$ cat src/rtl/adder_pkg.sv
// Shared definitions for the word-serial wide adder.
//   state_t        : controller states
//   cnt_width()    : bit width of the slice counter for a given slice count
//   DEFAULT_CHUNK  : default slice width in bits
package adder_pkg;

    localparam int DEFAULT_CHUNK = 4;

    typedef enum logic [1:0] {
        IDLE = 2'd0,
        RUN  = 2'd1,
        DONE = 2'd2
    } state_t;

    // A single-slice build still needs a 1-bit counter to keep the logic legal.
    function automatic int cnt_width(input int nchunk);
        return (nchunk > 1) ? $clog2(nchunk) : 1;
    endfunction

endpackage

$ cat src/rtl/adder_ripple_cin.sv
// Combinational CHUNK-bit ripple adder with carry-in, built from per-bit
// propagate/generate terms.
//   a, b  : slice operands
//   cin   : carry into bit 0
//   sum   : slice sum
//   cout  : carry out of bit CHUNK-1
module adder_ripple_cin
    import adder_pkg::*;
#(
    parameter int CHUNK = DEFAULT_CHUNK
) (
    input  logic [CHUNK-1:0] a,
    input  logic [CHUNK-1:0] b,
    input  logic             cin,
    output logic [CHUNK-1:0] sum,
    output logic             cout
);

    logic [CHUNK-1:0] w_p;
    logic [CHUNK-1:0] w_g;
    logic [CHUNK:0]   w_c;

    always_comb begin
        w_p    = a ^ b;
        w_g    = a & b;
        w_c    = '0;
        w_c[0] = cin;
        for (int i = 0; i < CHUNK; i++) begin
            w_c[i+1] = w_g[i] | (w_p[i] & w_c[i]);
        end
        sum  = w_p ^ w_c[CHUNK-1:0];
        cout = w_c[CHUNK];
    end

endmodule

$ cat src/rtl/adder_wide_seq.sv
// Word-serial wide unsigned adder. Operands are accepted in one handshake,
// then added CHUNK bits per cycle (LSB slice first) through one ripple slice
// with the carry registered between slices. The result is held until the
// consumer takes it; a new operand pair can be accepted on the same edge.
//
//   state | meaning
//   IDLE  | waiting for operands, in_ready=1
//   RUN   | one slice added per cycle, NCHUNK cycles
//   DONE  | result presented, held until out_ready
//
// Ports:
//   clk, rst            : clock, asynchronous active-high reset
//   in_valid/in_ready   : operand handshake
//   in_a, in_b          : WIDTH-bit unsigned operands
//   out_valid/out_ready : result handshake
//   out_sum, out_cout   : (in_a+in_b) mod 2^WIDTH and carry out
module adder_wide_seq
    import adder_pkg::*;
#(
    parameter int WIDTH = 16,
    parameter int CHUNK = DEFAULT_CHUNK
) (
    input  logic             clk,
    input  logic             rst,
    input  logic             in_valid,
    output logic             in_ready,
    input  logic [WIDTH-1:0] in_a,
    input  logic [WIDTH-1:0] in_b,
    output logic             out_valid,
    input  logic             out_ready,
    output logic [WIDTH-1:0] out_sum,
    output logic             out_cout
);

    localparam int            NCHUNK   = WIDTH / CHUNK;
    localparam int            CW       = cnt_width(NCHUNK);
    localparam logic [CW-1:0] LAST_CNT = CW'(NCHUNK - 1);

    generate
        if ((CHUNK < 1) || (WIDTH < CHUNK) || ((WIDTH % CHUNK) != 0)) begin : g_bad_params
            $error("adder_wide_seq: WIDTH must be a non-zero multiple of CHUNK");
        end
    endgenerate

    state_t           r_state;
    state_t           w_state_next;
    logic [WIDTH-1:0] r_a;
    logic [WIDTH-1:0] r_b;
    logic [WIDTH-1:0] r_sum;
    logic             r_carry;
    logic [CW-1:0]    r_cnt;
    logic [WIDTH-1:0] r_out_sum;
    logic             r_out_cout;

    logic             w_accept;
    logic             w_last;
    logic [CHUNK-1:0] w_slice_sum;
    logic             w_slice_cout;
    logic [WIDTH-1:0] w_sum_shift;

    adder_ripple_cin #(
        .CHUNK (CHUNK)
    ) u_slice (
        .a    (r_a[CHUNK-1:0]),
        .b    (r_b[CHUNK-1:0]),
        .cin  (r_carry),
        .sum  (w_slice_sum),
        .cout (w_slice_cout)
    );

    // New slice enters at the top; after NCHUNK shifts the LSB slice sits at bit 0.
    // Written with shifts so a single-slice build needs no empty part-select.
    assign w_sum_shift = (r_sum >> CHUNK) | (WIDTH'(w_slice_sum) << (WIDTH - CHUNK));

    assign w_accept = in_valid && in_ready;
    assign w_last   = (r_state == RUN) && (r_cnt == LAST_CNT);

    always_ff @(posedge clk or posedge rst) begin
        if (rst) begin
            r_state <= IDLE;
        end else begin
            r_state <= w_state_next;
        end
    end

    always_comb begin
        w_state_next = r_state;
        in_ready     = 1'b0;
        out_valid    = 1'b0;
        case (r_state)
            IDLE: begin
                in_ready = !rst;
                if (w_accept) begin
                    w_state_next = RUN;
                end
            end
            RUN: begin
                if (w_last) begin
                    w_state_next = DONE;
                end
            end
            DONE: begin
                out_valid = 1'b1;
                // Delivery and the next accept share one edge.
                in_ready  = out_ready && !rst;
                if (out_ready) begin
                    w_state_next = in_valid ? RUN : IDLE;
                end
            end
            default: begin
                w_state_next = IDLE;
            end
        endcase
    end

    always_ff @(posedge clk or posedge rst) begin
        if (rst) begin
            r_a        <= '0;
            r_b        <= '0;
            r_sum      <= '0;
            r_carry    <= 1'b0;
            r_cnt      <= '0;
            r_out_sum  <= '0;
            r_out_cout <= 1'b0;
        end else if (w_accept) begin
            r_a     <= in_a;
            r_b     <= in_b;
            r_carry <= 1'b0;
            r_cnt   <= '0;
        end else if (r_state == RUN) begin
            r_sum   <= w_sum_shift;
            r_a     <= r_a >> CHUNK;
            r_b     <= r_b >> CHUNK;
            r_carry <= w_slice_cout;
            r_cnt   <= r_cnt + CW'(1);
            if (w_last) begin
                r_out_sum  <= w_sum_shift;
                r_out_cout <= w_slice_cout;
            end
        end
    end

    assign out_sum  = r_out_sum;
    assign out_cout = r_out_cout;

endmodule

$ cat config.mk
export PLATFORM = sky130hd
export DESIGN_NAME = adder_wide_seq
export DESIGN_NICKNAME = d
export VERILOG_FILES = /design/src/rtl/adder_pkg.sv /design/src/rtl/adder_ripple_cin.sv /design/src/rtl/adder_wide_seq.sv
export SDC_FILE = /design/constraint.sdc
export NUM_CORES = 1
export LEC_CHECK = 0
export CAP_MARGIN = 30
export CORE_MARGIN = 5
export CORE_UTILIZATION = 30
export CTS_BUF_LIST = sky130_fd_sc_hd__clkbuf_2 sky130_fd_sc_hd__clkbuf_4 sky130_fd_sc_hd__clkbuf_8
export DETAILED_ROUTE_END_ITERATION = 7
export GPL_TIMING_DRIVEN = 0
export SETUP_SLACK_MARGIN = 0.4
export SLEW_MARGIN = 20
export SYNTH_ARGS = -nofsm -noshare
export SYNTH_HDL_FRONTEND = slang
export SYNTH_SLANG_ARGS = --single-unit
$ cat constraint.sdc
create_clock -name clk -period 3.3 [get_ports clk]
set_input_delay 0.66 -clock clk [delete_from_list [all_inputs] [get_ports clk]]
set_output_delay 0.66 -clock clk [all_outputs]
set_load 0.1 [all_outputs]
# Word-level counts from Yosys, hierarchy flattened
# Cells that the tools add are included.
# classes
n_mul	0
n_shift	0
addsub	1
n_lt_le_gt_ge	0
n_reduce_logical	9
mux	15
n_eq_ne	6
n_bitwise	13
div	0
# op_table
cell	count
$mux W16	4
$or A12 B16 Y16	1
$mux W2	5
$xor A4 B4 Y4	2
$ne A2 B2 Y1 const B	3
$pmux W2 S3	1
$reduce_and A3 Y1	2
$and A1 B1 Y1	4
$and A4 B4 Y4	1
$eq A2 B2 Y1 const B	2
$mux W1	4
$or A1 B1 Y1	4
$logic_and A1 B1 Y1	3
$add A2 B1 Y2 const B	1
$eq A2 B1 Y1 const B	1
$logic_not A2 Y1	1
$pmux W1 S2	1
$reduce_and A2 Y1	1
$reduce_bool A2 Y1	1
$logic_not A1 Y1	1
$not A1 Y1	1
# word_totals
latch_bits	0
wordCells	52
mem_count	0
out_inout_bits	19
in_bits	36
ram_bits	0
romBits	0
reg_bits	70

# Longest topological paths before layout
# Gate-level depths: netlist of the first run.
# logic_depth
ltp_word	11
depth_mapped	8
depth_no_buf	8

# Cells and area by module
# Synthesis of the first run repeated with hierarchy kept, for this count alone.
# hier_totals
hier_cells	240
area_unflattened_um2	3111.7
# by_module_without_submodules
mod	cells_each	instances	seq_area_each_um2	area_per_inst_um2
adder_wide_seq	226	1	1651.6	2994.1
adder_ripple_cin	14	1	0.0	117.6

# Worst setup path before layout of the first run
# OpenSTA, ideal clock, no wires.
# synth_timing
kind	in2out
from	input rst
to	output in_ready
t_arrival_ns	2.758
cell_stages	1
path_buffers	0
required_time_ns	2.640
setup_slack_ns	-0.118
path_cell_list	nor3_1
# synth_via
elab_chain_len	3
# synth_rtl
element	line_no	source
start, declared	adder_wide_seq.sv:24	input logic rst,
$logic_not A1 Y1 (no line) *	-	
$logic_and A1 B1 Y1	adder_wide_seq.sv:105	in_ready = out_ready && !rst;
$pmux W1 S2 *	adder_wide_seq.sv:90	case (r_state)
end, declared	adder_wide_seq.sv:26	output logic in_ready,
# Mark *: on every way between the ends. The rest lies on a longest branch, timed or not.

# Final worst setup path of the first run
# layout_timing
from	register r_state[0]
to	output out_valid
# layout_via
elab_chain_len	2
# layout_rtl
element	line_no	source
start, declared	adder_wide_seq.sv:45	state_t r_state;
start signal, assigned	adder_wide_seq.sv:82	r_state <= w_state_next;
$eq A2 B2 Y1	adder_wide_seq.sv:90	
$mux W1	adder_wide_seq.sv:90	
end, declared	adder_wide_seq.sv:29	output logic out_valid,
# No other way between the ends.

==> results.py, run 1 <==
metrics = {
    "sta": {
        "finalMaxSlewViolations": 0,
        "rsz0062_at_grt": "no",
        "skew_ps": 5.65,
        "finalCritPeriodShare_pct": 80.4,
        "fmax_mhz": 377,
        "fin_crit_ps": 2650,
        "finalWorstSetupSlack_ps": 646,
        "tightest_slew_ps": 985,
        "hold_viol_final": 0,
        "final-setup-viol-count": 0,
        "slew_headroom_pct": 34.1,
        "holdWs_ps": 475,
    },
    "power_and_ir_drop": {
        "total_power_mw": 4.38,
        "peakVddDrop_mv": 0.653,
        "p_leak_nw": 1.98,
        "p_per_area_nw_per_um2": 1080,
    },
    "global_routing": {
        "grt_pass1_wl_mm": 10.1,
        "grt_pass1_vias": 1991,
        "grt_use_total_pct": 10.3,
        "grt_max_degree": 41,
        "antenna_found_initial": 0,
        "gr-total-overflow": 0,
    },
    "synth": {
        "synth.distinct_cells": 31,
        "synth_seq_cells": 66,
        "netlist_instances": 238,
        "syn_area_um2": 3090,
        "yosysWarnings": 0,
        "synth_commonest_cells": "dfrtp_1 (66), nand2_1 (45), mux2_2 (28)",
        "synth_area_leader_cell": "dfrtp_1",
        "syn_avg_cell_area_um2": 13.0,
        "synth_ff_type": "dfrtp_1",
        "yosysMostFrequentCell": "dfrtp_1",
        "synth_edf_count": 0,
        "synth_seq_area_share_pct": 53.5,
        "synth_top_area_share_pct": 53.5,
        "synth.area.top_cells": "dfrtp_1 (54%), mux2_4 (11%), mux2_2 (10%)",
        "syn_nets": 279,
        "async_flop_share_pct": 100,
    },
    "worst_hold_path": {
        "hold_path.class": "reg -> reg",
    },
    "detailed_routing": {
        "ant_nets": 0,
        "first_pass_iters": 4,
        "drt-vias-per-instance": 4.25,
        "route.detailed.drc": 0,
        "drt_iter0_markers": 66,
        "finalWirelength_mm": 6.06,
        "wire_per_inst_um": 13.6,
        "via_count": 1891,
    },
    "die": {
        "ios": 55,
        "core_um2": 10200,
        "fp-row-count": 37,
        "die_w_um": 111,
        "start_util_pct": 30.3,
        "dieHeight_um": 111,
        "die_area_um2": 12400,
    },
    "critical_path": {
        "crit_path_start_kind": "flip-flop",
        "path_cells": "or2b_1 -> inv_1 -> dlygate4sd2_1",
        "crit_arrival_ps": 1990,
        "cpLargestDelayFamily": "buffers and inverters",
        "crit_required_ps": 2640,
        "crit_path_end_kind": "primary output",
        "slowest_delay_ps": 850,
        "cp.buffers_inverters": 2,
        "crit_slowest_cell": "dlygate4sd2_1",
        "path_max_fanout": 8,
        "critical_path_class": "reg -> out",
    },
    "place": {
        "post_dp_cell_area_um2": 3820,
        "dp_slack_ps": 62.5,
        "gp_congestion": 0.727,
        "dp_hpwl_mm": 4.47,
        "io_buffers": 54,
    },
    "clock_tree": {
        "clock_latency_ps": 340,
        "cts_resized": 3,
        "cts_setup_buffers": 0,
        "htreeDepth": 3,
        "clk_path_buf_depth": 2,
        "root_buffer": "clkbuf_8",
        "cts.reportedPaths.clkPinSlew_ps": 70,
        "cts_buffers": 9,
        "cts_num_sinks": 66,
        "cts_tree": "built",
        "cts-hold-fix-buffers": 0,
    },
    "run": {
        "cap_violations": 0,
    },
    "layout": {
        "n_antenna_cell": 0,
        "multi_input_area_um2": 1270,
        "synthToLayoutAreaGrowth_pct": 30.9,
        "layout.nets": 345,
        "drive_above_1_share_pct": 26.2,
        "fill_cells": 1020,
        "seqCellArea_um2": 1650,
        "design_area_um2": 4040,
    },
    "outcome": {
        "status": "complete, no violations",
    },
}
-- per-layer routing --
metal,track usage (%),up-vias,part of all wire (%)
li1,-,921,-
met1,13.3,915,48
met2,15.8,45,46
met3,3.48,10,4.4
met4,3.89,0,1.5
met5,0,-,0
-- worst min-delay path, delay by kind of cell, from the launching register on --
family	cells	cell delay, ps
AND/OR/NAND/NOR	2	100
flip-flops	1	340
-- cells by family (layout without fill, tap and decap cells) --
group	after synthesis	in the layout	share of synthesized area, %
AND/OR/NAND/NOR	55	55	7.82
flip-flops	66	66	53.5
XOR/XNOR	1	1	0.284
AO/OA/AOI/OAI	10	10	1.91
multiplexers	70	70	27.9
adder cells (fa/ha/maj)	5	5	3.00
buffers and inverters	31	102	5.59
-- report_power, final --
part / switching [mW] / total, mW / internal (mW)
sequential: 0.210 / 1.38 / 1.17
combinational: 1.33 / 2.25 / 0.915
clock: 0.303 / 0.754 / 0.452
total: 1.84 / 4.38 / 2.53
-- through the flow --
stage                     utilization [%]  cells  setup TNS (ps)
final                                39.7    445               0
after global routing                 39.7    445               0
after CTS                            39.7    445               0
after detailed placement             37.6    429               0
after global placement               37.3    428          -20000
after floorplan                         -    238               0
-- sequential cells by signal, indices dropped and copies added (netlist names) --
name and flops:
out_sum 16, r_sum 12, r_carry 1, r_state 2, r_a 16, r_b 16
out_cout 1, r_cnt 2
-- layout make-up --
type,count,area share (%)
plain buffers,13,2.60
clock buffers,11,3.59
clock inverters,5,1.92
inverters,18,1.73
multi-input cells,141,31.4
flip-flops and latches,66,40.9
well taps,136,4.21
repair buffers,55,13.7
-- worst paths after layout --
| path | to | start | cells after the start | slack, ps |
|---|---|---|---|---|
| setup / recovery | out_valid | r_state[0] | 3 | 650 |
| hold / removal | r_sum[7] | r_sum[7] | 2 | 480 |
| setup reg to reg | out_sum[15] | r_b[0] | 8 | 1130 |
| hold reg to reg | r_sum[7] | r_sum[7] | 2 | 480 |
| max in group asynchronous | r_b[5] | rst | 3 | 2020 |
| min in group asynchronous | r_a[2] | rst | 2 | 760 |
-- cell usage in the layout (no fill, tap or decap), drive strengths merged, types with 2 or more instances in the layout --
cell	synthesis	layout
dfrtp	66	66
mux2	62	62
clkdlybuf4s50	0	52
nand2	45	45
inv	18	18
clkbuf	4	16
buf	9	10
mux2i	8	8
o21ai	6	6
fa	4	4
nor2	2	2
bufinv	0	2
clkinv	0	2
No activity file was read; power rests on OpenSTA's default activity.
==> run 2, diff against run 1 <==
==> constraint.sdc (replaced) <==
create_clock -name clk -period 2.7 [get_ports clk]
set_input_delay 0.54 -clock clk [delete_from_list [all_inputs] [get_ports clk]]
set_output_delay 0.54 -clock clk [all_outputs]
set_load 0.1 [all_outputs]
==> run 2 against run 1 <==
  * Register-to-register slack worse by 530 ps
  * Via count hardly changed
  * Utilization is 0.17 points lower
  * Worst setup slack worse by 160 ps
  * Die area stayed put
  * Non-clock buffer count is 1 higher
  * Combinational power is 20% higher
  * Clock power is 3% higher
  * Global-route usage is 0.24 points higher
  * Clock skew is 1.8 ps higher
==> results.py, run 2 (synthesis gave the netlist of run 1 again) <==
metrics = {
    "critical_path": {
        "crit_required_ps": 2160,
        "critical_path_class": "reg -> out",
        "cpLargestDelayFamily": "buffers and inverters",
        "slowest_delay_ps": 540,
        "cp.buffers_inverters": 2,
        "path_max_fanout": 8,
        "crit_slowest_cell": "clkdlybuf4s15_2",
        "crit_path_end_kind": "primary output",
        "crit_path_start_kind": "flip-flop",
        "crit_arrival_ps": 1670,
        "path_cells": "or2b_1 -> inv_1 -> clkdlybuf4s15_2",
    },
    "layout": {
        "layout.nets": 346,
        "n_antenna_cell": 0,
        "final_util_pct": 39.5,
        "multi_input_area_um2": 1270,
        "design_area_um2": 4020,
        "drive_above_1_share_pct": 27.1,
        "synthToLayoutAreaGrowth_pct": 30.4,
        "fill_cells": 1007,
        "seqCellArea_um2": 1650,
        "layout_common_cells": "dfrtp_1 (66), nand2_1 (45), clkdlybuf4s50_1 (35), mux2_2 (28), mux2_4 (22)",
        "mostFrequentLayoutCell": "dfrtp_1",
    },
    "run": {
        "cap_violations": 0,
    },
    "clock_tree": {
        "htreeDepth": 3,
        "root_buffer": "clkbuf_8",
        "cts_buffers": 9,
        "cts_num_sinks": 66,
        "cts_setup_buffers": 0,
        "clk_path_buf_depth": 2,
        "clock_latency_ps": 340,
        "cts_tree": "built",
        "cts.reportedPaths.clkPinSlew_ps": 70,
        "cts-hold-fix-buffers": 0,
    },
    "global_routing": {
        "grt_pass1_vias": 2021,
        "antenna_found_initial": 0,
        "grt_max_degree": 35,
        "grt_use_total_pct": 10.5,
        "grt_pass1_wl_mm": 10.2,
        "gr-total-overflow": 0,
    },
    "power_and_ir_drop": {
        "swShare_pct": 43.4,
        "p_int_mw": 2.91,
        "power_frac_seq_pct": 32.6,
        "p_comb_share_pct": 52.3,
        "p_sw_mw": 2.23,
        "peakVddDrop_mv": 0.642,
        "p_per_area_nw_per_um2": 1280,
        "p_leak_nw": 2.03,
        "p_clk_share_pct": 15.1,
    },
    "sta": {
        "tightest_slew_ps": 971,
        "finalCritPeriodShare_pct": 82.0,
        "holdWs_ps": 476,
        "fin_crit_ps": 2210,
        "hold_viol_final": 0,
        "final-setup-viol-count": 0,
        "finalWorstSetupSlack_ps": 486,
        "finalMaxSlewViolations": 0,
        "rsz0062_at_grt": "no",
        "slew_headroom_pct": 35.5,
        "fmax_mhz": 452,
        "skew_ps": 7.47,
    },
    "detailed_routing": {
        "route.detailed.drc": 0,
        "finalWirelength_mm": 6.08,
        "drt_iter0_markers": 39,
        "ant_nets": 0,
        "first_pass_iters": 4,
        "drt-vias-per-instance": 4.24,
        "via_count": 1890,
        "wire_per_inst_um": 13.6,
    },
    "die": {
        "die_area_um2": 12400,
        "start_util_pct": 30.3,
        "core_um2": 10200,
        "ios": 55,
        "die_w_um": 111,
        "dieHeight_um": 111,
        "fp-row-count": 37,
    },
    "place": {
        "dp_hpwl_mm": 4.61,
        "gp_congestion": 0.712,
        "post_dp_cell_area_um2": 3850,
        "dp_slack_ps": -265,
        "io_buffers": 54,
    },
    "outcome": {
        "status": "complete, no violations",
    },
    "worst_hold_path": {
        "hold_path.class": "reg -> reg",
    },
}
-- run 2: changes by cell type in the layout (fill, tap and decap cells not counted), moves of 2 or more --
cell             before  now
clkbuf_4              1    3
clkdlybuf4s50_1      52   35
bufinv_16             2    0
clkbuf_8             10   12
o21ai_0               6    4
o21ai_1               0    2
dlygate4sd2_1         1   17
-- run 2: worst min-delay path, cell delays in order (launching register included) --
cell,delay (ps)
dfrtp_1,340
nand2_1,50
nand2_1,50
-- run 2: repair_timing --
action,4_1_cts,5_1_grt
pin swaps,0,3
gates resized for setup,23,6
setup endpoints to repair,19,3
-- run 2: worst paths after layout --
check                           startpoint          end  slack (ps)  cells after the start
min in group asynchronous              rst       r_a[2]         660                      2
worst max-delay path            r_state[0]    out_valid         490                      3
worst max register to register      r_a[0]  out_sum[15]         600                      8
max in group asynchronous              rst   out_sum[9]        1380                      4
worst min-delay path              r_sum[6]     r_sum[6]         480                      2
worst min register to register    r_sum[6]     r_sum[6]         480                      2
-- run 2: power groups by stage --
stage | Combinational, mW | Sequential, mW | Clock [mW]
2_1_floorplan | 1.39 | 2.44 | 0
3_3_place_gp | 2.73 | 1.69 | 0
3_5_place_dp | 2.80 | 1.71 | 0
4_1_cts | 2.72 | 1.69 | 0.803
5_1_grt | 2.92 | 1.74 | 0.840
6_report | 2.69 | 1.68 | 0.774
-- run 2: metrics by stage --
| step | TNS (ps) | std cells | power (mW) |
|---|---|---|---|
| after detailed placement | -265 | 430 | 4.50 |
| after global placement | -682 | 428 | 4.42 |
| final | 0 | 446 | 5.13 |
| after global routing | 0 | 446 | 5.51 |
| after floorplan | 0 | 238 | 3.83 |
| after CTS | 0 | 446 | 5.21 |
-- run 2: cell type report --
| type | instances | share of cell area (%) |
|---|---|---|
| multi-input cells | 141 | 31.6 |
| well taps | 136 | 4.23 |
| clock buffers | 14 | 4.48 |
| plain buffers | 13 | 2.61 |
| repair buffers | 56 | 14.1 |
| inverters | 18 | 1.77 |
| clock inverters | 2 | 0.249 |
| flip-flops and latches | 66 | 41.0 |
-- run 2: layer usage --
metal	wire length, um	vias to the layer above	track usage, %
met3	315	9	4.57
met2	2920	45	16.6
met1	2770	906	12.9
met4	83	0	3.57
met5	0	-	0
li1	-	930	-
==> edit 1 (flow settings as in run 2) <==
The parameter `WIDTH` goes from 16 to 32.
--- a/src/rtl/adder_wide_seq.sv
+++ b/src/rtl/adder_wide_seq.sv
@@ -17,7 +17,7 @@
 module adder_wide_seq
     import adder_pkg::*;
 #(
-    parameter int WIDTH = 16,
+    parameter int WIDTH = 32,
     parameter int CHUNK = DEFAULT_CHUNK
 ) (
     input  logic             clk,
Ports: changed (resized in_a, in_b and out_sum); port bits go from 55 to 103. No check against the original RTL was run, so the function may have changed too.
==> edit 1 against run 2 <==
- worst hold slack improved by 0.0074 ns
- clock power increased by 140%
- sequential cell count rose by 65
- area after synthesis rose by 76%
- setup slack got worse by 0.038 ns
- power is 75% higher
- final cell count grew 85%
- wire length is 120% higher
- global-route usage up 2.8 points
- cell area increased by 81%
==> edit 1: results (changes against run 2) <==
| Metric | Value |
|---|---|
| Status | `finished, final reports clean (unchanged)` |
| Post-synthesis sequential area ratio | `60.2% (was 53.5%)` |
| Ranking of synthesized cells by area | `dfrtp_1 (60%), a221o_1 (10%), and2_1 (6.5%), nand2_1 (6.5%), mux2_2 (6.2%) (was dfrtp_1 (54%), mux2_4 (11%), mux2_2 (10%), nand2_1 (5.5%), mux2_1 (4.4%))` |
| Dpl ws | `-0.641 ns (was -0.265 ns)` |
| Leakage | `0.00352 uW (was 0.00203 uW)` |
| Tightest Hold Check Type | `reg -> reg (unchanged)` |
| Root Driver | `clkbuf_8 (unchanged)` |
| Longest Clk Path Bufs | `2 (unchanged)` |
| Synth cell types | `28 (was 31)` |
| Grt met3 use | `3.68% (was 4.57%)` |
| DR WL/cell | `15.9 um (was 13.6 um)` |
| Syn nets | `533 (was 279)` |
| Worst-path maximum fanout | `10 (was 8)` |
| Pre-antenna DRT Iters | `4 (unchanged)` |
| Setup Skew | `0.00829 ns (was 0.00747 ns)` |
| Synth Area per Inst | `11.9 um2 (was 13.0 um2)` |
| DR vias/cell | `4.79 (was 4.24)` |
| Count of input and output buffers | `102 (was 54)` |
| First-pass GRT wire length | `21,600 um (was 10,200 um)` |
| DP Wirelength | `9710 um (was 4610 um)` |
| Antenna diodes | `0 (unchanged)` |
| Layout cell share with drive strength beyond 1 | `16.1% (was 27.1%)` |
| Worst skew pair latency | `0.43 ns (was 0.34 ns)` |
| Initial antenna violation count | `0 (unchanged)` |
| Total setup buffers inserted after CTS | `0 (unchanged)` |
| Synthesis Warnings | `0 (unchanged)` |
| Filler cells | `1,744 (was 1,007)` |
| Cts bufs inserted | `17 (was 9)` |
| Synth top cells by count | `dfrtp_1 (131), nand2_1 (95), and2_1 (57), a221o_1 (56), mux2_2 (30) (was dfrtp_1 (66), nand2_1 (45), mux2_2 (28), mux2_4 (22), inv_1 (17))` |
| Placed insts | `794 (was 430)` |
| Least-Margin Pin Slew | `1.01 ns (was 0.971 ns)` |
| Finished Layout Cells | `826 (was 446)` |
| Register clock-pin slew on the reported worst setup and hold paths | `0.07 ns (about the same)` |
| NetSw | `3870 uW (was 2230 uW)` |
| Routability-driven placement congestion ratio | `0.799 (was 0.712)` |
| H-tree level count | `4 (was 3)` |
| Largest net degree at the start of global routing | `35 (unchanged)` |
| Met2 usage | `21.4% (was 16.6%)` |
| Vias in the first global route | `4,280 (was 2,021)` |
| Worst EP arrival | `1.71 ns (was 1.67 ns)` |
| Maximum vdd ir drop | `768 uV (was 642 uV)` |
| Number of DRC markers in iteration 0 | `149 (was 39)` |
| GRT Util Overall | `13.3% (was 10.5%)` |
| # nets final | `658 (was 346)` |
| Post-synth ARST share | `100% (unchanged)` |
| M1 GR Usage | `17.5% (was 12.9%)` |
edit 1: logic make-up (layout without fill, tap and decap cells):
logic type               after synthesis  count (layout)  synth area share [%]
adder cells (fa/ha/maj)                6               6                  1.93
flip-flops                           131             131                  60.2
XOR/XNOR                               1               1                 0.161
AO/OA/AOI/OAI                         76              76                  12.3
buffers and inverters                 44             182                  3.88
AND/OR/NAND/NOR                      171             171                  15.3
multiplexers                          30              30                  6.20
edit 1: layout make-up:
type	count	area [um2]	share of cell area, %
Clock inverter	11	174	2.39
Buffer	35	185	2.55
Clock buffer	21	283	3.89
Timing Repair Buffer	106	1060	14.7
Multi-Input combinational cell	284	1960	26.9
Sequential cell	131	3280	45.1
Tap cell	229	287	3.94
Inverter	9	37.5	0.517
edit 1: worst paths after layout:
check                                          start                       to  slack [ns]  cells after the start
worst min register to register  out_cout$_DFFE_PP0P_     out_cout$_DFFE_PP0P_        0.48                      2
worst max register to register    r_a[0]$_DFFE_PP0P_  out_sum[31]$_DFFE_PP0P_        0.56                      8
max in group asynchronous                        rst    r_sum[13]$_DFFE_PP0P_        1.25                      5
min in group asynchronous                        rst      r_b[24]$_DFFE_PP0P_        0.52                      2
worst min-delay path            out_cout$_DFFE_PP0P_     out_cout$_DFFE_PP0P_        0.48                      2
worst max-delay path                       out_ready                 in_ready        0.45                      5
edit 1: critical path, cell delays in order:
cell,delay [ns]
clkdlybuf4s50_1,0.51
nand2b_1,0.16
buf_6,0.14
and2_1,0.17
buf_12,0.18
edit 1: what timing repair did:
| action | 4_1_cts | 5_1_grt |
|---|---|---|
| resized for setup | 43 | 14 |
| setup endpoints to repair | 35 | 4 |
| pin swaps | 0 | 0 |
edit 1: power by group through the flow:
stage,clock [uW],combinational (uW),sequential [uW]
after floorplan,0,1710,4440
after global routing,2020,4210,3330
after CTS,1930,3930,3230
final,1880,3870,3220
after global placement,0,3950,3240
after detailed placement,0,4050,3270
edit 1: metrics by stage:
step / instance area [um2] / hold WS, ns / setup TNS, ns
final: 7260 / 0.483 / 0
after global routing: 7260 / 0.512 / 0
after CTS: 7250 / 0.482 / 0
after detailed placement: 6840 / 0.471 / -0.641
after global placement: 6760 / 0.465 / -94.85
after floorplan: 5450 / 0.442 / -0.416
edit 1: routing by layer:
| layer | share of wire [%] | routed length, um |
|---|---|---|
| met5 | 0 | 0 |
| met4 | 1.4 | 186 |
| met3 | 5.0 | 651 |
| met2 | 49 | 6370 |
| met1 | 45 | 5920 |
==> edit 2 (settings of run 2) <==
Without the edit above. The 3 states of `state_t` get a one-hot encoding in 3 bits.
--- a/src/rtl/adder_pkg.sv
+++ b/src/rtl/adder_pkg.sv
@@ -6,10 +6,10 @@
 
     localparam int DEFAULT_CHUNK = 4;
 
-    typedef enum logic [1:0] {
-        IDLE = 2'd0,
-        RUN  = 2'd1,
-        DONE = 2'd2
+    typedef enum logic [2:0] {
+        IDLE = 3'b001,
+        RUN  = 3'b010,
+        DONE = 3'b100
     } state_t;
 
     // A single-slice build still needs a 1-bit counter to keep the logic legal.
Check against the original RTL: same outputs for any inputs over 10 cycles, from zero or initial values and one cycle with rst high; not proved beyond that.
==> edit 2 against run 2 <==
- final cell count up 18%
- worst hold slack got worse by 0.0035 ns
- cell area rose by 6.8%
- setup slack worse by 0.074 ns
- count of clock-buffer cells in the layout decreased by 4
- sequential cell count up 1
- area after synthesis rose by 4.9%
- wire length rose by 30%
- utilization grew 0.66 points
- critical path type unchanged
- critical endpoint is now in_ready
- largest cell class unchanged
Power is not compared: it rests on default switching activity, and its combinational part moved more than twofold at a synthesized area within 25%.
==> edit 2: results (changes against run 2) <==
| Metric | Value |
|---|---|
| Status | `finished, final reports clean (unchanged)` |
| Maximum vdd ir drop | `roughly 240 uV` |
| H-tree level count | `3 (unchanged)` |
| Post-route setup TNS | `0 ns (unchanged)` |
| Post-synthesis sequential area ratio | `51.8% (was 53.5%)` |
| Initial antenna violation count | `0 (unchanged)` |
| Routability-driven placement congestion ratio | `0.758 (was 0.712)` |
| Ranking of synthesized cells by area | `dfrtp_1 (51%), nand2_1 (11%), o211ai_1 (7.7%), o211ai_2 (7.3%), mux2_2 (4.9%) (was dfrtp_1 (54%), mux2_4 (11%), mux2_2 (10%), nand2_1 (5.5%), mux2_1 (4.4%))` |
| Largest net degree at the start of global routing | `44 (was 35)` |
| GRT Util Overall | `13.0% (was 10.5%)` |
| P_comb | `767 uW` |
| Syn nets | `350 (was 279)` |
| Layout cell share with drive strength beyond 1 | `24.0% (was 27.1%)` |
| DR vias/cell | `4.71 (was 4.24)` |
| Relative slew slack | `36.0% (was 35.5%)` |
| Setup violators final | `0 (unchanged)` |
| Synth cell types | `32 (was 31)` |
| # nets final | `424 (was 346)` |
| DP Wirelength | `5560 um (was 4610 um)` |
| Finished Layout Cells | `528 (was 446)` |
| Dpl ws | `-0.899 ns (was -0.265 ns)` |
| Worst EP arrival | `1.75 ns (was 1.67 ns)` |
| Sequential group power | `1390 uW` |
| Commonest non-fill, non-tap cell in the layout | `nand2_1 (was dfrtp_1)` |
| Synth top cells by count | `nand2_1 (94), dfrtp_1 (66), o211ai_1 (33), o211ai_2 (19), buf_2 (15) (was dfrtp_1 (66), nand2_1 (45), mux2_2 (28), mux2_4 (22), inv_1 (17))` |
| WL final | `7920 um (was 6080 um)` |
| Placed insts | `504 (was 430)` |
| Setup Skew | `0.00587 ns (was 0.00747 ns)` |
| Worst skew pair latency | `~0.35 ns` |
| First-pass GRT wire length | `13,100 um (was 10,200 um)` |
| Tightest Hold Check Type | `reg -> reg (unchanged)` |
| Worst-path maximum fanout | `7 (was 8)` |
| Synth top area share | `51.0% (was 53.5%)` |
| Mapped Cells | `309 (was 238)` |
| Post-CTS sizing | `33 (was 23)` |
| Synthesis Warnings | `0 (unchanged)` |
| Post-synth ARST share | `100% (unchanged)` |
| Number of DRC markers in iteration 0 | `114 (was 39)` |
| Placed instance area | `4010 um2 (was 3850 um2)` |
| Pwr dens | `just over 700 nW/um2` |
| Vias in the first global route | `2,585 (was 2,021)` |
| Filler cells | `1,077 (was 1,007)` |
| Longest Clk Path Bufs | `2 (unchanged)` |
edit 2: kinds of logic after synthesis:
family	after synthesis	share of synthesized area (%)
buffers and inverters	37	5.95
adder cells (fa/ha/maj)	5	2.86
AND/OR/NAND/NOR	108	14.3
flip-flops	67	51.8
multiplexers	14	4.87
AO/OA/AOI/OAI	78	20.2
edit 2: final cells by class:
| cell class | instances | area (um2) | area share, % |
|---|---|---|---|
| Timing Repair Buffer | 63 | 603 | 14.0 |
| Sequential cell | 67 | 1680 | 39.1 |
| Tap cell | 140 | 175 | 4.08 |
| Inverter | 9 | 36.3 | 0.844 |
| Clock buffer | 10 | 131 | 3.06 |
| Clock inverter | 6 | 88.8 | 2.07 |
| Buffer | 28 | 188 | 4.37 |
| Multi-Input combinational cell | 205 | 1400 | 32.5 |
edit 2: worst max-delay path: stages, from the launching register on:
cell and delay (ns):
dfstp_2 0.53, buf_6 0.11, and3b_1 0.19, buf_6 0.13, buf_8 0.11, nor2_4 0.10, nor3_4 0.05, buf_12 0.17
edit 2: routing by layer:
layer  up-vias  share of wire (%)  track usage [%]
li1       1214                  -                -
met1      1208                 45             16.9
met5         -                  0                0
met2        59                 49             21.0
met3         8                5.1             3.93
met4         0                1.1             3.48
edit 2: final timing paths:
kind	startpoint	to	slack, ns
min	r_sum[4]$_DFFE_PP0P_	r_sum[4]$_DFFE_PP0P_	0.47
max reg2reg	r_a[0]$_DFFE_PP0P_	out_sum[15]$_DFFE_PP0P_	0.55
min reg2reg	r_sum[4]$_DFFE_PP0P_	r_sum[4]$_DFFE_PP0P_	0.47
max in group asynchronous	rst	r_sum[13]$_DFFE_PP0P_	1.49
max	r_state[0]$_DFFE_PP1P_	in_ready	0.41
min in group asynchronous	rst	r_cnt[1]$_DFFE_PP0P_	0.68
